**src/rtl/ascon_permutation_engine_if.sv**
```systemverilog
// Request/result handshake between the mode controller, the Ascon permutation
// engine and the consumer of the permuted state.
interface ascon_permutation_engine_if;
  localparam int unsigned WORD_W    = 64;
  localparam int unsigned NUM_WORDS = 5;
  localparam int unsigned IDX_W     = 4;

  typedef logic [NUM_WORDS-1:0][WORD_W-1:0] type_state;

  logic             start_i;
  logic [IDX_W-1:0] rounds_i;
  type_state        state_i;
  logic             ready_o;
  logic             valid_o;
  logic             out_ready_i;
  type_state        state_o;
  logic [IDX_W-1:0] round_o;

  modport master (
    output start_i, rounds_i, state_i, out_ready_i,
    input  ready_o, valid_o, state_o, round_o
  );

  modport slave (
    input  start_i, rounds_i, state_i, out_ready_i,
    output ready_o, valid_o, state_o, round_o
  );
endinterface

```
**src/rtl/ascon_permutation_engine.sv**
```systemverilog
// Iterative Ascon permutation p^a: UNROLL rounds (constant add, S-box layer,
// linear diffusion) are evaluated per clock on a 320-bit state register.
module ascon_permutation_engine #(
  parameter int unsigned UNROLL = 1
) (
  input logic                       clock_i,
  input logic                       resetb_i,
  ascon_permutation_engine_if.slave bus
);
  localparam int unsigned WORD_W     = 64;
  localparam int unsigned NUM_WORDS  = 5;
  localparam int unsigned IDX_W      = 4;
  localparam int unsigned ROUNDS_MAX = 12;

  // Word index 0 is x0 (S-box MSB), index 4 is x4.
  typedef logic [NUM_WORDS-1:0][WORD_W-1:0] state_t;
  typedef enum logic [1:0] {IDLE, RUN, DONE} fsm_t;

  fsm_t             fsm_q;
  state_t           state_q;
  state_t           state_nxt_c;
  logic [IDX_W-1:0] round_q;
  logic [IDX_W-1:0] round_nxt_c;
  logic [IDX_W-1:0] round_start_c;
  logic [IDX_W:0]   round_sum_c;
  logic [IDX_W:0]   stage_idx_c;
  logic             ready_q;
  logic             valid_q;

  function automatic logic [WORD_W-1:0] ror(input logic [WORD_W-1:0] x,
                                            input int unsigned n);
    return (x >> n) | (x << (WORD_W - n));
  endfunction

  // Bitsliced form of the 5-bit S-box, applied to all 64 columns at once.
  function automatic state_t sbox_layer(input state_t s);
    logic [WORD_W-1:0] x0, x1, x2, x3, x4;
    logic [WORD_W-1:0] t0, t1, t2, t3, t4;
    state_t            r;
    x0 = s[0] ^ s[4];
    x1 = s[1];
    x2 = s[2] ^ s[1];
    x3 = s[3];
    x4 = s[4] ^ s[3];
    t0 = ~x0 & x1;
    t1 = ~x1 & x2;
    t2 = ~x2 & x3;
    t3 = ~x3 & x4;
    t4 = ~x4 & x0;
    x0 = x0 ^ t1;
    x1 = x1 ^ t2;
    x2 = x2 ^ t3;
    x3 = x3 ^ t4;
    x4 = x4 ^ t0;
    x1 = x1 ^ x0;
    x0 = x0 ^ x4;
    x3 = x3 ^ x2;
    x2 = ~x2;
    r[0] = x0;
    r[1] = x1;
    r[2] = x2;
    r[3] = x3;
    r[4] = x4;
    return r;
  endfunction

  function automatic state_t diffusion(input state_t s);
    state_t r;
    r[0] = s[0] ^ ror(s[0], 19) ^ ror(s[0], 28);
    r[1] = s[1] ^ ror(s[1], 61) ^ ror(s[1], 39);
    r[2] = s[2] ^ ror(s[2], 1)  ^ ror(s[2], 6);
    r[3] = s[3] ^ ror(s[3], 10) ^ ror(s[3], 17);
    r[4] = s[4] ^ ror(s[4], 7)  ^ ror(s[4], 41);
    return r;
  endfunction

  function automatic state_t ascon_round(input state_t s, input logic [IDX_W-1:0] r);
    state_t t;
    t    = s;
    t[2] = t[2] ^ {56'h0, 4'(4'd15 - r), r};
    return diffusion(sbox_layer(t));
  endfunction

  // Unrolled round chain; stages past round 11 pass the state through.
  always_comb begin
    state_nxt_c = state_q;
    stage_idx_c = '0;
    for (int unsigned k = 0; k < UNROLL; k++) begin
      stage_idx_c = (IDX_W+1)'(round_q) + (IDX_W+1)'(k);
      if (stage_idx_c < (IDX_W+1)'(ROUNDS_MAX)) begin
        state_nxt_c = ascon_round(state_nxt_c, stage_idx_c[IDX_W-1:0]);
      end
    end
  end

  // Round index advances by UNROLL and saturates at the final round count.
  assign round_sum_c = (IDX_W+1)'(round_q) + (IDX_W+1)'(UNROLL);
  assign round_nxt_c = (round_sum_c >= (IDX_W+1)'(ROUNDS_MAX)) ? IDX_W'(ROUNDS_MAX)
                                                               : round_sum_c[IDX_W-1:0];

  // Out-of-range round counts (0, 13..15) run the full twelve rounds.
  assign round_start_c = (bus.rounds_i == '0 || bus.rounds_i > IDX_W'(ROUNDS_MAX))
                         ? '0 : IDX_W'(ROUNDS_MAX) - bus.rounds_i;

  always_ff @(posedge clock_i or negedge resetb_i) begin
    if (!resetb_i) begin
      fsm_q   <= IDLE;
      state_q <= '0;
      round_q <= '0;
      ready_q <= 1'b1;
      valid_q <= 1'b0;
    end else begin
      case (fsm_q)
        IDLE: begin
          if (bus.start_i) begin
            state_q <= bus.state_i;
            round_q <= round_start_c;
            ready_q <= 1'b0;
            fsm_q   <= RUN;
          end
        end
        RUN: begin
          state_q <= state_nxt_c;
          round_q <= round_nxt_c;
          if (round_nxt_c == IDX_W'(ROUNDS_MAX)) begin
            valid_q <= 1'b1;
            fsm_q   <= DONE;
          end
        end
        DONE: begin
          if (bus.out_ready_i) begin
            valid_q <= 1'b0;
            ready_q <= 1'b1;
            fsm_q   <= IDLE;
          end
        end
        default: begin
          fsm_q <= IDLE;
        end
      endcase
    end
  end

  assign bus.ready_o = ready_q;
  assign bus.valid_o = valid_q;
  assign bus.state_o = state_q;
  assign bus.round_o = round_q;
endmodule

```
**src/flat_wrapper.sv**
```systemverilog
// flat-port wrapper written by rule: the top's interface ports become plain ports
module ascon_permutation_engine_flat 
#(
  parameter int unsigned UNROLL = 1
)
  (clock_i, resetb_i, bus_start_i, bus_rounds_i, bus_state_i, bus_out_ready_i, bus_ready_o, bus_valid_o, bus_state_o, bus_round_o);
  ascon_permutation_engine_if bus_i ();
  input logic clock_i;
  input logic resetb_i;
  input wire logic [$bits(bus_i.start_i)-1:0] bus_start_i;
  input wire logic [$bits(bus_i.rounds_i)-1:0] bus_rounds_i;
  input wire logic [$bits(bus_i.state_i)-1:0] bus_state_i;
  input wire logic [$bits(bus_i.out_ready_i)-1:0] bus_out_ready_i;
  output wire logic [$bits(bus_i.ready_o)-1:0] bus_ready_o;
  output wire logic [$bits(bus_i.valid_o)-1:0] bus_valid_o;
  output wire logic [$bits(bus_i.state_o)-1:0] bus_state_o;
  output wire logic [$bits(bus_i.round_o)-1:0] bus_round_o;
  assign bus_i.start_i = bus_start_i;
  assign bus_i.rounds_i = bus_rounds_i;
  assign bus_i.state_i = bus_state_i;
  assign bus_i.out_ready_i = bus_out_ready_i;
  assign bus_ready_o = bus_i.ready_o;
  assign bus_valid_o = bus_i.valid_o;
  assign bus_state_o = bus_i.state_o;
  assign bus_round_o = bus_i.round_o;
  ascon_permutation_engine #(.UNROLL(UNROLL)) u_core (.clock_i(clock_i), .resetb_i(resetb_i), .bus(bus_i));
endmodule
```
**config.mk**
```make
export PLATFORM = sky130hd
export DESIGN_NAME = ascon_permutation_engine_flat
export DESIGN_NICKNAME = d
export VERILOG_FILES = /design/src/rtl/ascon_permutation_engine_if.sv /design/src/rtl/ascon_permutation_engine.sv /design/src/flat_wrapper.sv
export SDC_FILE = /design/constraint.sdc
export NUM_CORES = 2
export LEC_CHECK = 0
export ABC_AREA = 1
export BUFFER_PORTS_ARGS = -buffer_cell sky130_fd_sc_hd__buf_2
export CORE_MARGIN = 5
export CORE_UTILIZATION = 58
export CTS_CLUSTER_SIZE = 14
export DETAILED_ROUTE_END_ITERATION = 10
export MAX_ROUTING_LAYER = met4
export PLACE_DENSITY = 0.91
export SYNTH_ARGS = -nofsm -noshare
export SYNTH_HDL_FRONTEND = slang
export SYNTH_SLANG_ARGS = --single-unit
```
**constraint.sdc**
```tcl
create_clock -name clock_i -period 2.8 [get_ports clock_i]
set_input_delay 0.7 -clock clock_i [delete_from_list [all_inputs] [get_ports clock_i]]
set_output_delay 0.7 -clock clock_i [all_outputs]
set_load 0.01 [all_outputs]
```
# Yosys cells after proc, flatten, opt, wreduce, memory -nomap -nowiden
# Cells that the tools add are included.
word_totals:
  reg_bits: 328
  inputBits: 328
  out_inout_bits: 326
  wordCells: 93
classes:
  n_addsub: 3
  magnitude_cmp: 3
  n_eq_ne: 7
  n_mux: 17
  n_bitwise: 43
  reduce_logical: 11
ops:
  columns: ["operator", "n"]
  rows:
  - ["$xor 64x64->64", 21]
  - ["$mux 320", 2]
  - ["$pmux 320 s2", 1]
  - ["$not 64->64", 6]
  - ["$and 64x64->64", 5]
  - ["$or 23x64->64", 1]
  - ["$or 25x64->64", 1]
  - ["$or 3x64->64", 1]
  - ["$or 36x64->64", 1]
  - ["$or 45x64->64", 1]
  - ["$or 47x64->64", 1]
  - ["$or 54x64->64", 1]
  - ["$or 57x64->64", 1]
  - ["$or 58x64->64", 1]
  - ["$or 63x64->64", 1]
  - ["$xor 64x8->64", 1]
  - ["$mux 4", 3]
  - ["$reduce_and 3->1", 4]
  - ["$pmux 4 s2", 1]
  - ["$sub 4x4->4 const A", 2]
  - ["$mux 2", 3]
  - ["$pmux 2 s3", 1]
  - ["$reduce_bool 2->1", 3]
  - ["$add 4x1->5 const B", 1]
  - ["14 further kinds", 20]

# Longest topological paths before layout
logic_depth:
  ltp_word: 12
  mapped_depth: 18
  ltp_nobuf: 18

# Least setup slack after synthesis
# No wires, ideal clock.
synth_timing:
  path_type: "flip-flop to flip-flop"
  start: "register u_core.round_q[2], in the netlist u_core.bus.round_o[2]"
  end: "register u_core.state_q, in the netlist u_core.bus.state_o[198]"
  arrival_ns: 2.006
  t_required_ns: 2.684
  path_slack_ns: 0.678
  stages_incl_launch_ff: 15
  path_buffers: 0
  synth_period_minus_slack_ns: 2.122
  path_cell_list: "dfrtp_1 > inv_1 > nand2_1 > and2_1 > inv_1 > ha_1 > xnor2_2 > xor2_1 > inv_1 > nand2_1 > nand2_1 > nand2_1 > nand3_1 > nand2_1 > nand2_1"
synth_via:
  elab_chain_cells: 9
  word_cells_on_any_way: 12
  classes_between: "add/sub: 1; order compare: 1; eq/ne: 1; mux: 2; bitwise: 6; reduce/logical: 1"
synth_rtl:
  columns: ["element", "line", "text"]
  rows:
  - ["start: declaration", "ascon_permutation_engine.sv:22", "logic [IDX_W-1:0] round_q;"]
  - ["start signal: assignment", "ascon_permutation_engine.sv:117", "round_q <= round_start_c;"]
  - ["start signal: assignment", "ascon_permutation_engine.sv:124", "round_q <= round_nxt_c;"]
  - ["$sub 4x4->4", "ascon_permutation_engine.sv:80", "t[2] = t[2] ^ {56'h0, 4'(4'd15 - r), r};"]
  - ["$xor 64x8->64", "ascon_permutation_engine.sv:80", null]
  - ["$xor 64x64->64", "ascon_permutation_engine.sv:42", "x2 = s[2] ^ s[1];"]
  - ["$xor 64x64->64", "ascon_permutation_engine.sv:52", "x2 = x2 ^ t3;"]
  - ["$xor 64x64->64", "ascon_permutation_engine.sv:57", "x3 = x3 ^ x2;"]
  - ["$xor 64x64->64 (2 in a row)", "ascon_permutation_engine.sv:72", "r[3] = s[3] ^ ror(s[3], 10) ^ ror(s[3], 17);"]
  - ["$mux 320", "ascon_permutation_engine.sv:90", "if (stage_idx_c < (IDX_W+1)'(ROUNDS_MAX)) begin"]
  - ["$pmux 320 s2", "ascon_permutation_engine.sv:113", "case (fsm_q)"]
  - ["end signal: assignment", "ascon_permutation_engine.sv:116", "state_q <= bus.state_i;"]
  - ["end signal: assignment", "ascon_permutation_engine.sv:123", "state_q <= state_nxt_c;"]
  - ["end: declaration", "ascon_permutation_engine.sv:20", "state_t state_q;"]
# Several ways; a longest one is shown, not always the timed one. The select of a mux whose other input is x is not followed.
# A chain may end at the register's enable or synchronous reset.

# Worst setup path in the final report
layout_timing:
  start: "register u_core.state_q, in the netlist u_core.bus.state_o[114]"
  end: "register u_core.state_q, in the netlist u_core.bus.state_o[225]"
layout_via:
  elab_chain_cells: 7
layout_rtl:
  columns: ["element", "line", "text"]
  rows:
  - ["$xor 64x64->64", "ascon_permutation_engine.sv:42", null]
  - ["$xor 64x64->64", "ascon_permutation_engine.sv:52", null]
  - ["$xor 64x64->64", "ascon_permutation_engine.sv:57", null]
  - ["$or 47x64->64", "ascon_permutation_engine.sv:32", "return (x >> n) | (x << (WORD_W - n));"]
  - ["$xor 64x64->64", "ascon_permutation_engine.sv:72", null]
  - ["$mux 320", "ascon_permutation_engine.sv:90", null]
  - ["$pmux 320 s2", "ascon_permutation_engine.sv:113", null]
# Every way passes these cells. The select of a mux whose other input is x is not followed.

==> run_results.csv <==
group,metric,value,unit
synth,avgSynthCellArea,5.88,µm²
sta,layout_setup_ws,-0.00935,ns
layout,layout_common_cells,"nand2_1 (2448), nand3_1 (721), buf_2 (652)",
synth,async_flop_share,100,%
setup_path,cp_top_family,"XOR/XNOR gates",
clock_tree,ctsLongestPathBuffers,3,
die,die_area,65000,µm²
synth,syn-num-nets,6371,
outcome,violations,"design-rule violations, negative setup slack",
layout,fin_area,42800,µm²
clock_tree,cts-resized-gates,0,
die,coreArea,59200,µm²
route,post_drt_wl_per_cell,25.6,µm
die,initial_core_util,58.7,%
synth,synth_ff_type,"dfrtp_1",
layout,post-route-util,72.3,%
synth,synth-simple-area-share,43.1,%
setup_path,cpMostUsedCell,"nand2_1",
die,die_w,255,µm
layout,area_growth,23.1,%
route,route.met2.wl,74.7,mm
placement,place_congestion,1.30,
layout,final_layout_size_suffix_gt1_share,16.9,%
grt,grt_pass1_vias,41600,
route,route.met3.wl,35.0,mm
grt,grt_max_degree,124,
clock_tree,cts_hold_buf,0,
clock_tree,htreeDepth,2,
sta,fmax,356,MHz
setup_path,critPathLaunchType,"flip-flop",
setup_path,critical_path_arrival,3.29,ns
synth,synth_mux_area_share,0,%
route,top_layer_used,"met4",
die,row_count,89,
synth,ys_types,35,
sta,finalMaxSlewViolations,0,
synth,yosys.area.top_type,"nand2_1",
synth,seq_area_frac_synth,23.6,%
route,drc,1,
placement,port_buffers,653,
placement,place_ws,0.194,ns
flow_run,maxCapViolCount,0,
placement,dp_cells,7561,
die,die_h,255,µm
synth,synth.top_cell.area_share,26.4,%
grt,grt_pass1_wl,273,mm
route,wl_met1,63.0,mm
placement,placed_area,41400,µm²
sta,relSlewSlack,27.0,%
setup_path,crit_chain,"inv_1, ha_1, xor2_1, xor2_1, buf_4, nand2_1, nand2_1, nor2_1, o21ai_1, nand2_1",
synth,synth-xor-area-share,12.5,%
route,drt_iter0_markers,8329,
clock_tree,clockRootBuffer,"clkbuf_16",
setup_path,critPathKind,"flip-flop to flip-flop",
synth,ys_ff_latch,328,
clock_tree,cts_sinks,328,
sta,finalCritPeriodShare,100,%
route,firstDrtPassIters,11,
layout,final_cells,7652,
synth,yosysWarnings,0,
synth,syn-cell-area,34800,µm²
route,vias,46700,
sta,skew,0.0301,ns
clock_tree,postCtsSetupRepairBufs,0,
sta,fin_crit,2.81,ns
route,ant_nets,0,
setup_path,cp-end-kind,"flip-flop",
layout,final_common_cell,"nand2_1",
clock_tree,tritoncts,"done",
layout,final.fill_count,4969,
sta,hold_violations,0,
grt,antenna_found_initial,14,
grt,grt.total_usage,59.3,%
clock_tree,insertion_delay,0.61,ns
layout,fin_nets,7289,
grt,gr-total-overflow,0,
worst_hold_path,hold_path_class,"input port to async pin",
setup_path,cp_slowest_cell,"xor2_1",
setup_path,crit_required,3.28,ns
synth,synth_top_family_by_area,"simple AND/OR/NAND/NOR gates",
sta,setup_viol_count_final,1,
setup_path,cp_slowest_stage_delay,0.65,ns
synth,synthAdderAreaFrac,4.71,%
outcome,status,"finished with violations",
synth,synth_compound_area_share,7.32,%
route,via_per_inst,6.11,
synth,yosys-top-cells-area,"nand2_1 (26%), dfrtp_1 (24%), nand3_1 (10%)",
die,ios,654,
route,wl,196,mm
clock_tree,cts.clk_slew.worst_paths,0.06,ns
setup_path,crit_fanout,6,
setup_path,critPathBufInv,2,
sta,tightest_slew,1.10,ns
synth,synth_edf_count,0,
synth,synthCells,5912,
placement,dp_hpwl,160,mm
clock_tree,cts_buffers,40,
sta,rsz0062_at_grt,"false",
## worst register-to-register path, cell delays in order, from the launching register on
cell	delay, ns
dfrtp_1	0.46
inv_1	0.08
ha_1	0.34
xor2_1	0.25
xor2_1	0.65
buf_4	0.25
nand2_1	0.05
nand2_1	0.27
nor2_1	0.08
o21ai_1	0.17
nand2_1	0.08
## kinds of logic (layout without fill, tap and decap cells)
| logic type | count (synthesis) | count (layout) |
|---|---|---|
| compound gates | 484 | 484 |
| xor+xnor | 445 | 445 |
| flops | 328 | 328 |
| fa+ha+maj | 131 | 131 |
| other cells | 0 | 20 |
| simple gates | 3737 | 3737 |
| buf+inv | 787 | 1734 |
## flip-flops by register name, summed over array words and instances (netlist names)
| name | count |
|---|---|
| u_core.bus.valid_o | 1 |
| u_core.bus.round_o | 4 |
| u_core.fsm_q | 2 |
| u_core.bus.ready_o | 1 |
| u_core.bus.state_o | 320 |
## metrics by stage
step / hold WS, ns / TNS (ns)
2_1_floorplan: 0.404 / 0
3_3_place_gp: 0.456 / 0
3_5_place_dp: 0.459 / 0
4_1_cts: 0.0608 / 0
5_1_grt: 0.0973 / 0
6_report: 0.0560 / -0.00935
## cell usage after synthesis, types with 12 or more instances
cell type  number
o22ai_1        69
o21ai_1        67
inv_1         637
nand3_1       721
ha_1          131
xor2_1        222
nand2_1      2449
xnor2_1       172
nor2_1        550
clkbuf_1       87
xor2_2         34
buf_2          44
a21oi_1       103
dfrtp_1       327
o21ai_0       235
nand2_2        12
## cell type report
class	count	area, µm²	share of cell area [%]
Multi-Input combinational cell	4797	23600	55.0
Sequential cell	328	8210	19.2
Timing Repair Buffer	1017	6250	14.6
Inverter	646	2440	5.69
Clock buffer	59	1180	2.76
Tap cell	773	967	2.26
Clock inverter	12	188	0.438
Antenna cell	20	50.0	0.117
## path summary, 6_finish.rpt
path / slack, ns / depth (start not counted) / start / to
max in group asynchronous: 1.85 / 3 / resetb_i / u_core.bus.state_o[4]
worst max register to register: -0.009 / 10 / u_core.bus.state_o[114] / u_core.bus.state_o[225]
worst max-delay path: -0.009 / 10 / u_core.bus.state_o[114] / u_core.bus.state_o[225]
worst min-delay path: 0.06 / 1 / resetb_i / u_core.bus.state_o[96]
worst min register to register: 0.47 / 2 / u_core.bus.ready_o / u_core.bus.ready_o
min in group clock_i: 0.29 / 2 / bus_out_ready_i / u_core.fsm_q[1]
## routing by layer
| layer | global-route usage, % | vias to the layer above |
|---|---|---|
| li1 | - | 20400 |
| met3 | 25.3 | 1228 |
| met4 | 50.0 | 0 |
| met1 | 68.2 | 21000 |
| met2 | 78.9 | 4185 |
| met5 | - | - |
Power is left out: the tool's default activity adds up to more than one toggle a clock period on the data nets, which glitch-free logic cannot reach.
